### src/rtl/mvf_pkg.sv
// mvf_pkg: shared types and defaults for the mv_product_feeder slice.
// Holds the feeder state encoding and the column counter width helper.
package mvf_pkg;

  typedef enum logic [1:0] {
    S_IDLE  = 2'd0,
    S_RUN   = 2'd1,
    S_FLUSH = 2'd2,
    S_DONE  = 2'd3
  } state_e;

  localparam int MVF_N_COLS = 128;
  localparam int MVF_DATA_W = 8;
  localparam int MVF_ACC_W  = 24;

  // Column counter width; a single-column row still needs one bit.
  function automatic int cnt_width(input int n);
    return (n > 1) ? $clog2(n) : 1;
  endfunction

endpackage

### src/rtl/mvf_mul_reg.sv
// mvf_mul_reg: signed operand multiply, sign-extension to the accumulator
// width, and the product register with its valid bit.
module mvf_mul_reg
  import mvf_pkg::*;
#(
  parameter int DATA_W = MVF_DATA_W,
  parameter int ACC_W  = MVF_ACC_W
) (
  input  logic                     clk,
  input  logic                     reset,
  input  logic                     load_i,
  input  logic signed [DATA_W-1:0] w_i,
  input  logic signed [DATA_W-1:0] x_i,
  output logic        [ACC_W-1:0]  a_o
);

  logic signed [2*DATA_W-1:0] prod;
  logic signed [ACC_W-1:0]    prod_ext;
  logic signed [ACC_W-1:0]    prod_q;
  logic                       vld_q;

  assign prod     = w_i * x_i;
  assign prod_ext = ACC_W'(prod);

  // Capture the product of an accepted pair; valid marks a fresh product.
  always_ff @(posedge clk or posedge reset) begin
    if (reset) begin
      prod_q <= '0;
      vld_q  <= 1'b0;
    end else begin
      vld_q <= load_i;
      if (load_i) begin
        prod_q <= prod_ext;
      end
    end
  end

  // Bubble cycles present zero so the accumulator value holds.
  assign a_o = vld_q ? prod_q : '0;

endmodule

### src/rtl/mv_product_feeder.sv
// mv_product_feeder: feeds signed products to the adder-accumulator.
// Optional MVF_STALL_CNT_EN adds a saturating RUN-stall counter port.
module mv_product_feeder
  import mvf_pkg::*;
#(
  parameter int N_COLS = MVF_N_COLS,
  parameter int DATA_W = MVF_DATA_W,
  parameter int ACC_W  = MVF_ACC_W
) (
  input  logic                     clk,
  input  logic                     reset,
  input  logic                     start,
  input  logic                     in_valid,
  output logic                     in_ready,
  input  logic signed [DATA_W-1:0] w_i,
  input  logic signed [DATA_W-1:0] x_i,
  output logic        [ACC_W-1:0]  A_o,
  output logic                     aac_o,
  output logic                     busy,
  output logic                     acc_done
`ifdef MVF_STALL_CNT_EN
  ,
  output logic [15:0]              stall_cnt
`endif
);

  localparam int CNT_W = cnt_width(N_COLS);
  localparam logic [CNT_W-1:0] LAST = CNT_W'(N_COLS - 1);

  state_e           state_q;
  logic [CNT_W-1:0] cnt_q;
  logic             rdy_q;
  logic             busy_q;
  logic             done_q;
  logic             aac_q;
  logic             accept;

  assign accept   = in_valid && rdy_q;
  assign in_ready = rdy_q;
  assign busy     = busy_q;
  assign acc_done = done_q;
  assign aac_o    = aac_q;

  mvf_mul_reg #(
    .DATA_W (DATA_W),
    .ACC_W  (ACC_W)
  ) u_mul (
    .clk    (clk),
    .reset  (reset),
    .load_i (accept),
    .w_i    (w_i),
    .x_i    (x_i),
    .a_o    (A_o)
  );

  // Row sequencing: column count, handshake and registered AAC control.
  always_ff @(posedge clk or posedge reset) begin
    if (reset) begin
      state_q <= S_IDLE;
      cnt_q   <= '0;
      rdy_q   <= 1'b0;
      busy_q  <= 1'b0;
      done_q  <= 1'b0;
      aac_q   <= 1'b0;
    end else begin
      done_q <= 1'b0;
      aac_q  <= 1'b0;
      unique case (state_q)
        S_IDLE: begin
          if (start) begin
            state_q <= S_RUN;
            cnt_q   <= '0;
            rdy_q   <= 1'b1;
            busy_q  <= 1'b1;
          end
        end
        S_RUN: begin
          // Column 0 (or a bubble before it) clears; all else accumulates.
          aac_q <= (cnt_q != '0);
          if (accept) begin
            if (cnt_q == LAST) begin
              state_q <= S_FLUSH;
              rdy_q   <= 1'b0;
            end else begin
              cnt_q <= cnt_q + CNT_W'(1);
            end
          end
        end
        S_FLUSH: begin
          state_q <= S_DONE;
          done_q  <= 1'b1;
          aac_q   <= 1'b1;
        end
        S_DONE: begin
          if (start) begin
            state_q <= S_RUN;
            cnt_q   <= '0;
            rdy_q   <= 1'b1;
          end else begin
            state_q <= S_IDLE;
            busy_q  <= 1'b0;
          end
        end
      endcase
    end
  end

`ifdef MVF_STALL_CNT_EN
  logic [15:0] stall_q;

  assign stall_cnt = stall_q;

  // Count RUN cycles without offered data, saturating; restart per row.
  always_ff @(posedge clk or posedge reset) begin
    if (reset) begin
      stall_q <= '0;
    end else if (start &&
                 (state_q == S_IDLE || state_q == S_DONE)) begin
      stall_q <= '0;
    end else if (state_q == S_RUN && !in_valid &&
                 stall_q != 16'hFFFF) begin
      stall_q <= stall_q + 16'd1;
    end
  end
`endif

endmodule

### config.mk
export PLATFORM = sky130hd
export DESIGN_NAME = mv_product_feeder
export DESIGN_NICKNAME = d
export VERILOG_FILES = /design/src/rtl/mvf_pkg.sv /design/src/rtl/mvf_mul_reg.sv /design/src/rtl/mv_product_feeder.sv
export SDC_FILE = /design/constraint.sdc
export NUM_CORES = 1
export LEC_CHECK = 0
export CELL_PAD_IN_SITES_DETAIL_PLACEMENT = 1
export CELL_PAD_IN_SITES_GLOBAL_PLACEMENT = 2
export CORE_MARGIN = 2
export CORE_UTILIZATION = 39
export DETAILED_ROUTE_END_ITERATION = 7
export PLACE_DENSITY_LB_ADDON = 0.25
export SKIP_LAST_GASP = 1
export SYNTH_ARGS = -nofsm -noshare
export SYNTH_HDL_FRONTEND = slang
export SYNTH_SLANG_ARGS = --single-unit
export TNS_END_PERCENT = 10
### constraint.sdc
create_clock -name clk -period 4.2 [get_ports clk]
set_input_delay 0.63 -clock clk [delete_from_list [all_inputs] [get_ports clk]]
set_output_delay 0.63 -clock clk [all_outputs]
set_load 0.1 [all_outputs]
==> reports/results.ini <==
[layout]
nets=656
syn_to_final_growth_pct=28.9
num_antenna_cells=0
drive_gt1_share_pct=23.1

[critical_path]
crit_top_cell=fa_1
r2r-end=state_q[0]
required_ps=4360
cp-end-kind=register
path_cells=buf_12, and2_4, fa_1, inv_2, fa_1, inv_1, fa_1, fa_1, ha_4, a211o_1, buf_6, o311ai_2, or3b_1
crit_buf_inv=4
path_depth=13
rrSetupSlack_ps=2210
rr_worst_depth=6
critPathKind=in -> reg
critPathMaxStageDelay_ps=580
worstReg2RegStart=state_q[1]
arrival_ps=4380
crit_fanout=7
crit_slowest_cell=fa_1
start_kind=input port
crit_family=adder cells

[placement]
hpwl_um=8380
place.gp.congestion=0.772
io_buffers=47

[floorplan]
ios=48
fp.dieH_um=107
die_area_mm2=0.0115
initial_core_util_pct=40.2
rows=37
fp.coreArea_mm2=0.0103
die_x_um=107

[global_routing]
use_met2_pct=33.2
grt_start_max_net_pins=27
grt_pass1_wl_um=17200
grt_overflow=0
grt_usage_pct=18.7
grt_pass1_vias=3563
antenna_found_initial=0
use_met3_pct=2.49
use_met1_pct=24.9
busiest_layer=met2

[synthesis]
ys_warn_count=0
async_flop_share_pct=100
synthDistinctLibCells=53
synth-edff-count=0
ys_seq_elements=30
syn_avg_cell_area_um2=9.08
synth_fp_nets=568
netlist_area_mm2=0.00415
ys_seq_area_share_pct=18.1
synth_cells=457
ys.flop_type=dfrtp_1

[timing]
setup_violations=1
whs_ps=471
final.setup.tns_ps=-18.6
hold_viol=0
grt_setup_unrepaired=yes
relSlewSlack_pct=32.2
clock_skew_ps=2.26
finalCritPeriodShare_pct=100
slew_violations=0
fmax_ghz=0.237
worst_slew_pin_slew_ps=1020
period_needed_ps=4220
worst_slack_ps=-18.6

[cts]
cts_tree=built
path_clk_slew_ps=60
ctsRootBufferMaster=clkbuf_8
cts_num_sinks=30
clk_latency_ps=280
ctsHtreeMaxLevel=2
ctsHoldBuffers=0
cts_buffers=5
clockBufferDepth=2

[routing]
routed_wl_um=10300
postRouteAntennaNets=0
wl_per_cell_um=15.1
vias_per_cell=4.87
drt-pass1-iter-count=4
drc_errors=0
num_vias=3320
drtIter0Drc=84

[power_and_ir_drop]
vdd.ir_drop.worst_mv=0.339
total_power_w=0.00396
powerDensity_mw_per_mm2=740
cellLeakagePower_nw=2.51

[worst_hold_path]
holdCritPathClass=reg -> reg
holdPathEnd=u_mul.prod_q[9]
whs_path_depth=2
min-delay-start=u_mul.prod_q[9]

[flow_run]
max-cap-violations=0

[outcome]
status=complete, but fails checks
violations=setup timing

[power breakdown]
| part | switching, W | internal (W) | leakage [nW] |
|---|---|---|---|
| registers | 0.0000832 | 0.000413 | 0.368 |
| logic | 0.00188 | 0.00135 | 2.09 |
| clock network | 0.000108 | 0.000132 | 0.0482 |
| total | 0.00207 | 0.00190 | 2.51 |
[placed cells by master, fill, tap and decap left out, drive strengths merged, types with 8 or more instances in the layout]
cell type      count
dfrtp             30
nor2              12
inv               91
a21oi             11
ha                36
clkdlybuf4s50     31
buf               65
nand2             39
o21ai             24
and2              59
fa                55
clkbuf             8
[registers in the layout, indices dropped and copies added, names as in the netlist]
register	count
aac_o	1
busy	1
cnt_q	7
u_mul.prod_q	16
acc_done	1
state_q	2
u_mul.vld_q	1
in_ready	1
[cell type report]
class / instances / area, um^2
timing repair buffer: 98 / 833
fill: 1202 / 4970
clock buffer: 7 / 86.3
clock inverter: 1 / 5.00
multi-input combinational: 319 / 3160
tap: 136 / 170
sequential: 30 / 751
inverter: 91 / 344
[timing repair]
action | 4_1_cts | 5_1_grt
buffers inserted | 5 | 2
pin swaps | 20 | 26
endpoints found under the setup margin | 9 | 8
resized for setup | 93 | 41
[logic make-up (layout without fill, tap and decap cells)]
group           after synthesis  in the layout  share of synthesized area (%)
xor+xnor                     11             11                           2.32
fa+ha+maj                    91             91                           37.4
flops                        30             30                           18.1
mux                           5              5                           1.36
compound gates               76             76                           12.5
buf+inv                     108            197                           10.6
simple gates                136            136                           17.8
[tightest hold or removal path: cells and delay by family, from the launching register on]
family / cells / cell delay (ps)
AND/OR/NAND/NOR: 1 / 40
AO/OA/AOI/OAI: 1 / 60
flip-flops: 1 / 340
[cell usage after synthesis (6+ instances only)]
cell type / number / area, um^2
a21oi_1: 11 / 55.1
nor2_1: 12 / 45.0
xnor2_1: 7 / 61.3
ha_1: 36 / 450
o21a_1: 7 / 52.6
inv_1: 91 / 342
nand2_1: 38 / 143
buf_4: 8 / 60.1
and2_1: 59 / 369
dfrtp_1: 30 / 751
o21ai_0: 19 / 95.1
fa_1: 55 / 1100
clkbuf_1: 6 / 22.5
[worst max-delay path by stage]
stage               startpoint               end  slack (ps)
finish                  x_i[3]  u_mul.prod_q[14]         -20
global route            w_i[0]  u_mul.prod_q[14]        -160
CTS                     w_i[7]  u_mul.prod_q[15]         -50
detailed placement      x_i[4]  u_mul.prod_q[14]        -880
global placement        x_i[4]  u_mul.prod_q[14]        -850
floorplan               x_i[4]  u_mul.prod_q[14]        -100
[metrics by stage]
step	cell area [um^2]	setup WS [ps]	instances	utilization (%)
after floorplan	4170	-96.0	457	-
after global placement	5040	-849	667	48.8
after detailed placement	5040	-881	667	48.8
after CTS	5250	-51.7	680	50.9
after global routing	5350	-159	682	51.8
final	5350	-18.6	682	51.8
[routing by layer]
| metal | up-vias | part of all wire (%) |
|---|---|---|
| met5 | - | 0 |
| met4 | 0 | 0.35 |
| met3 | 5 | 1.7 |
| met2 | 29 | 54 |
| met1 | 1668 | 44 |
| li1 | 1618 | - |
Note: power is estimated with default switching activity, not from simulation.
